==> config.mk <==
export PLATFORM = sky130hd
export DESIGN_NAME = data_unloader
export DESIGN_NICKNAME = d
export VERILOG_FILES = /design/src/rtl/mspu_dma_pkg.sv /design/src/rtl/word_line_packer.sv /design/src/rtl/data_unloader.sv
export SDC_FILE = /design/constraint.sdc
export NUM_CORES = 2
export LEC_CHECK = 0
export ABC_AREA = 1
export BUFFER_PORTS_ARGS = -buffer_cell sky130_fd_sc_hd__buf_2
export CAP_MARGIN = 25
export CORE_AREA = 4 4 516 518
export CTS_BUF_LIST = sky130_fd_sc_hd__clkbuf_2 sky130_fd_sc_hd__clkbuf_4 sky130_fd_sc_hd__clkbuf_8
export CTS_CLUSTER_SIZE = 28
export DETAILED_ROUTE_END_ITERATION = 8
export DIE_AREA = 0 0 520 522
export GPL_ROUTABILITY_DRIVEN = 1
export PLACE_DENSITY = 0.34
export RECOVER_POWER = 50
export SKIP_LAST_GASP = 1
export SYNTH_ARGS = -nofsm -noshare
export SYNTH_HDL_FRONTEND = slang
export SYNTH_SLANG_ARGS = --single-unit
==> constraint.sdc <==
create_clock -name clk -period 5 [get_ports clk]
set_input_delay 1 -clock clk [delete_from_list [all_inputs] [get_ports clk]]
set_output_delay 1 -clock clk [all_outputs]
set_load 0.005 [all_outputs]
==> src/rtl/mspu_dma_pkg.sv <==
`default_nettype none
// +----------------------------------------------------------------------+
// | mspu_dma_pkg                                                         |
// | Line geometry and DMA state encoding shared by loader and unloader.  |
// | Rev 1.0                                                              |
// +----------------------------------------------------------------------+
package mspu_dma_pkg;

  localparam int LINE_WORDS = 16;
  localparam int LINE_BYTES = 64;
  localparam int LINE_BITS  = 512;
  localparam int WORD_BITS  = 32;
  localparam int LINE_SHIFT = 6;

  typedef enum logic [1:0] {
    ST_IDLE  = 2'd0,
    ST_FILL  = 2'd1,
    ST_WRITE = 2'd2
  } dma_state_e;

endpackage
`default_nettype wire

==> src/rtl/word_line_packer.sv <==
`default_nettype none
// +----------------------------------------------------------------------+
// | word_line_packer                                                     |
// | 32-to-512 MSB-first shift register; first word lands in [511:480].   |
// | Rev 1.0                                                              |
// +----------------------------------------------------------------------+
module word_line_packer
  import mspu_dma_pkg::*;
(
  input  logic                 clk,
  input  logic                 reset,
  input  logic                 clr,
  input  logic                 shift_en,
  input  logic [WORD_BITS-1:0] din,
  output logic [LINE_BITS-1:0] line_next
);

  logic [LINE_BITS-1:0] r_line;
  logic                 unused_top_word;

  // line_next is the line as it stands once din is shifted in, so the
  // caller can capture a completed line on the same edge as the last shift.
  assign line_next       = {r_line[LINE_BITS-WORD_BITS-1:0], din};
  assign unused_top_word = ^r_line[LINE_BITS-1 -: WORD_BITS];

  always_ff @(posedge clk or negedge reset) begin
    if (!reset) begin
      r_line <= '0;
    end else if (clr) begin
      r_line <= '0;
    end else if (shift_en) begin
      r_line <= line_next;
    end
  end

endmodule
`default_nettype wire

==> src/rtl/data_unloader.sv <==
`default_nettype none
// +----------------------------------------------------------------------+
// | data_unloader                                                        |
// | Reads a core's data memory line by line and writes it over Avalon-MM.|
// | Rev 1.0                                                              |
// +----------------------------------------------------------------------+
module data_unloader
  import mspu_dma_pkg::*;
#(
  parameter  int CORES      = 4,
  parameter  int DMEM_DEPTH = 14,
  localparam int CORE_W     = (CORES > 1) ? $clog2(CORES) : 1,
  localparam int ADDR_W     = CORE_W + DMEM_DEPTH + 2
) (
  input  logic                  clk,
  input  logic                  reset,
  input  logic                  kick,
  output logic                  busy,
  output logic                  done,
  input  logic [63:0]           memory_base_addr,
  input  logic [CORE_W-1:0]     target_core,
  input  logic [DMEM_DEPTH-1:0] start_word,
  input  logic [15:0]           num_lines,
  output logic [ADDR_W-1:0]     data_addr,
  output logic                  data_re,
  input  logic [WORD_BITS-1:0]  data_din,
  input  logic                  m0_waitrequest,
  input  logic [LINE_BITS-1:0]  m0_readdata,
  input  logic                  m0_readdatavalid,
  output logic [2:0]            m0_burstcount,
  output logic [LINE_BITS-1:0]  m0_writedata,
  output logic [63:0]           m0_address,
  output logic                  m0_write,
  output logic                  m0_read,
  output logic [LINE_BYTES-1:0] m0_byteenable,
  output logic                  m0_debugaccess
);

  dma_state_e            r_state;
  dma_state_e            w_next_state;
  logic [4:0]            r_word_cnt;
  logic [15:0]           r_line_cnt;
  logic [15:0]           r_num_lines;
  logic [63:0]           r_base;
  logic [CORE_W-1:0]     r_core;
  logic [DMEM_DEPTH-1:0] r_rd_idx;
  logic                  r_busy;

  logic                  w_start;
  logic                  w_start_xfer;
  logic                  w_start_empty;
  logic                  w_issue;
  logic                  w_shift;
  logic                  w_load;
  logic                  w_accept;
  logic                  w_last;
  logic                  w_refill;
  logic [LINE_BITS-1:0]  w_line;
  logic                  unused_read_port;

  assign busy             = r_busy | kick;
  assign m0_burstcount    = 3'd1;
  assign m0_read          = 1'b0;
  assign m0_debugaccess   = 1'b0;
  assign unused_read_port = ^{m0_readdata, m0_readdatavalid};

  always_ff @(posedge clk or negedge reset) begin
    if (!reset) begin
      r_state <= ST_IDLE;
    end else begin
      r_state <= w_next_state;
    end
  end

  always_comb begin
    w_next_state = r_state;
    unique case (r_state)
      ST_IDLE:  if (w_start_xfer) w_next_state = ST_FILL;
      ST_FILL:  if (w_load)       w_next_state = ST_WRITE;
      ST_WRITE: if (w_accept)     w_next_state = w_last ? ST_IDLE : ST_FILL;
      default:                    w_next_state = ST_IDLE;
    endcase
  end

  // Reads are issued one cycle ahead of use: word k is requested while
  // word_cnt==k and shifted in while word_cnt==k+1.
  always_comb begin
    w_start       = (r_state == ST_IDLE) && kick;
    w_start_xfer  = w_start && (num_lines != 16'd0);
    w_start_empty = w_start && (num_lines == 16'd0);
    w_issue       = (r_state == ST_FILL) && (r_word_cnt < 5'(LINE_WORDS - 1));
    w_shift       = (r_state == ST_FILL) && (r_word_cnt != 5'd0);
    w_load        = (r_state == ST_FILL) && (r_word_cnt == 5'(LINE_WORDS));
    w_accept      = (r_state == ST_WRITE) && m0_write && !m0_waitrequest;
    w_last        = w_accept && ((r_line_cnt + 16'd1) == r_num_lines);
    w_refill      = w_accept && !w_last;
  end

  always_ff @(posedge clk or negedge reset) begin
    if (!reset) begin
      r_word_cnt    <= '0;
      r_line_cnt    <= '0;
      r_num_lines   <= '0;
      r_base        <= '0;
      r_core        <= '0;
      r_rd_idx      <= '0;
      r_busy        <= 1'b0;
      done          <= 1'b0;
      data_re       <= 1'b0;
      data_addr     <= '0;
      m0_write      <= 1'b0;
      m0_address    <= '0;
      m0_writedata  <= '0;
      m0_byteenable <= '0;
    end else begin
      done    <= w_start_empty | w_last;
      data_re <= w_start_xfer | w_issue | w_refill;

      if (w_start) begin
        r_base      <= memory_base_addr;
        r_core      <= target_core;
        r_num_lines <= num_lines;
        r_line_cnt  <= '0;
      end

      // The read index runs contiguously across lines and wraps naturally.
      if (w_start_xfer) begin
        r_busy    <= 1'b1;
        data_addr <= {target_core, start_word, 2'b00};
        r_rd_idx  <= start_word + DMEM_DEPTH'(1);
      end else if (w_issue || w_refill) begin
        data_addr <= {r_core, r_rd_idx, 2'b00};
        r_rd_idx  <= r_rd_idx + DMEM_DEPTH'(1);
      end

      if (w_start_xfer || w_refill) begin
        r_word_cnt <= '0;
      end else if ((r_state == ST_FILL) && !w_load) begin
        r_word_cnt <= r_word_cnt + 5'd1;
      end

      if (w_load) begin
        m0_writedata  <= w_line;
        m0_address    <= r_base + (64'(r_line_cnt) << LINE_SHIFT);
        m0_write      <= 1'b1;
        m0_byteenable <= '1;
      end

      if (w_accept) begin
        m0_write      <= 1'b0;
        m0_byteenable <= '0;
        r_line_cnt    <= r_line_cnt + 16'd1;
      end

      if (w_last) begin
        r_busy <= 1'b0;
      end
    end
  end

  word_line_packer u_packer (
    .clk       (clk),
    .reset     (reset),
    .clr       (w_start_xfer),
    .shift_en  (w_shift),
    .din       (data_din),
    .line_next (w_line)
  );

endmodule
`default_nettype wire

==> reports/metrics.csv <==
metric,value,unit
status,"complete, but fails checks",
violations,"capacitance limit, slew limit",
synth_top_area_share,59.8,%
pwr-share-comb,33.5,%
power,40.0,mW
dp_hpwl,156,mm
synth-edff-count,0,
layout_min_cycle_time,3.79,ns
root_buffer,clkbuf_8,
drt_pass1_iterations,5,
dp_worst_setup_slack,0.984,ns
synthCells,5834,
final.setup.worst_slack,1.21,ns
slew_violations,909,
clock-sinks,1195,
hold_violations,0,
grt_max_degree,132,
num_vias,40400,
use_met1,20.5,%
antenna_left,0,
start_util,19.1,%
syn_to_final_growth,25.2,%
nFillCells,29100,
antenna_found_initial,43,
cts_resized,0,
grt_pass1_vias,41100,
relSlewSlack,-116,%
hold_class,input pin to flop,
maxCapViolations,10,
rsz0062_at_grt,false,
die_h,522,um
port-buffer-count,791,
layout-drive-gt1-share,19.1,%
crit_required,5.80,ns
grt_use_met2,22.7,%
finalSetupViolations,0,
synth.area.top_cells,"dfrtp_1 60%, nand2_1 9.0%, inv_1 8.2%",
ir_drop,380,uV
cts_buffers,229,
seqPwrFrac,39.3,%
postLayoutCoreUtil,23.9,%
ys_seq_elements,1195,
cp.arrival,4.60,ns
grt.total_usage,15.2,%
power_density,640,nW/um2
min_period_over_period,75.8,%
place_area,57500,um2
drt_iter0_drc,2572,
avgSynthCellArea,8.57,um2
die_w,520,um
cts.path.max_buffers,3,
p_sw_share,40.5,%
rows,188,
power.leakage,34.1,nW
seq_area_frac_synth,59.8,%
use_met3,6.55,%
synth_flop_cell,dfrtp_1,
detail_route.vias_per_cell,3.92,
layout.cells.most_common,nand2_1,
clock.fmax,0.264,GHz
cp-end-kind,flop,
die-area,271000,um2
tritoncts,yes,
p_switching,16.2,mW
yosysWarnings,0,
skew,0.0824,ns
clock_power_share,27.2,%
gp_congestion,0.884,
yosysUniqueCellTypes,40,
finalSetupTns,0,ns
grt_first_pass_wirelength,303,mm
worst_pin_slew,3.24,ns
syn_area,50000,um2
wl,211,mm
layout_common_cells,"1,201 x nand2_1, 1,195 x dfrtp_1, 1,095 x inv_1",
async_reset_ff_share,100,%
grt_overflow,0,
startpoint_type,flop,
core,262000,um2
post_drt_wl_per_cell,20.5,um
clk_latency,0.99,ns
io_pins,1312,
p_int,23.8,mW
nets,7248,
grt.busiest_layer,met2,
cts_htree_levels,4,
path_max_fanout,97,
yosysTopAreaCell,dfrtp_1,
path_clk_slew,0.06,ns
drcViolationCount,0,
setup.worst_path.class,flop to flop,
stdcell_area,62600,um2
==> state kept, by name, indices dropped and copies added (netlist names) <==
register and flops:
r_num_lines 16, done 1, data_re 1, r_busy 1
m0_writedata 512, r_base 64, r_line_cnt 16, m0_byteenable 1
r_state 2, m0_address 64, r_core 2, u_packer.r_line 480
r_word_cnt 5, r_rd_idx 14, data_addr 16
==> cell type report <==
type | instances | area (um2) | area share, %
antenna | 12 | 30.0 | 0.0480
clock buffer | 391 | 4760 | 7.60
clock inverter | 33 | 458 | 0.732
inverter | 1098 | 4130 | 6.60
multi-input combinational | 3207 | 14300 | 22.8
sequential | 1195 | 29900 | 47.8
tap | 3515 | 4400 | 7.03
timing repair buffer | 851 | 4610 | 7.37
==> worst max-delay path: stages (launching register included) <==
cell,delay [ns]
dfrtp_1,0.43
nor3_4,0.48
clkbuf_2,1.70
nor2_1,0.30
inv_1,0.58
o21ai_0,0.15
==> routing by layer <==
metal  part of all wire (%)  routed length, um
met5                   0.10                212
met1                     45              95900
met4                    1.9               4020
met3                    9.9              20900
met2                     43              89900
==> power by group through the flow <==
| stage | clock, mW | sequential, mW | combinational, mW |
|---|---|---|---|
| 3_5_place_dp | 0 | 15.9 | 13.9 |
| 4_1_cts | 11.4 | 15.8 | 14.0 |
| 2_1_floorplan | 0 | 15.3 | 7.56 |
| 3_3_place_gp | 0 | 15.9 | 13.9 |
| 5_1_grt | 11.8 | 16.2 | 15.4 |
| 6_report | 10.9 | 15.7 | 13.4 |
==> cells in the mapped netlist, types with 3 or more instances <==
cell type / instances
nor4_1: 5
o21ai_0: 587
buf_1: 9
nor3_1: 24
nor2_1: 596
o31ai_1: 3
a21o_1: 6
clkbuf_1: 182
buf_6: 3
o22ai_1: 9
buf_4: 95
nand4_1: 37
ha_1: 20
a31oi_1: 3
inv_1: 1095
nor2_4: 4
nand2_1: 1202
or2_2: 4
a21boi_0: 3
xor2_1: 25
nand3b_1: 7
buf_2: 50
a21oi_1: 527
inv_2: 3
nand3_1: 114
nand2_2: 6
dfrtp_1: 1195
==> metrics by stage <==
step,cells,hold slack [ns]
after floorplan,5839,0.442
after global placement,9865,0.452
after detailed placement,9865,0.454
after CTS,10300,0.0533
after global routing,10300,0.119
final,10300,0.258
==> logic make-up (layout without fill, tap and decap cells) <==
group                      after synthesis  after routing  share of synthesized area (%)
DFF                                   1195           1195                           59.8
and+or+nand+nor                       2008           2008                           15.9
AOI/OAI and AO/OA                     1143           1143                           11.5
xor gates and xnor gates                28             28                          0.518
adders and majority gates               21             21                          0.541
other                                    2             19                         0.0150
buffers and inverters                 1437           2373                           11.7
==> repair_timing <==
action                                 4_1_cts  5_1_grt
setup endpoints to repair                    0        0
endpoints found under the hold margin       43        0
buffers inserted                             0        0
hold buffers                                 1        0
==> path summary, 6_finish.rpt <==
path                       slack (ns)  cells past startpoint           endpoint                  from
hold / removal                   0.26                      3          r_base[8]   memory_base_addr[8]
setup / recovery                 1.21                      5      r_line_cnt[8]            r_state[0]
min in group asynchronous        1.60                      2  m0_writedata[133]                 reset
setup reg to reg                 1.21                      5      r_line_cnt[8]            r_state[0]
hold reg to reg                  0.45                      2  m0_writedata[498]  u_packer.r_line[466]
max in group asynchronous        1.27                      3   m0_writedata[61]                 reset
No activity file was read; power rests on OpenSTA's default activity.
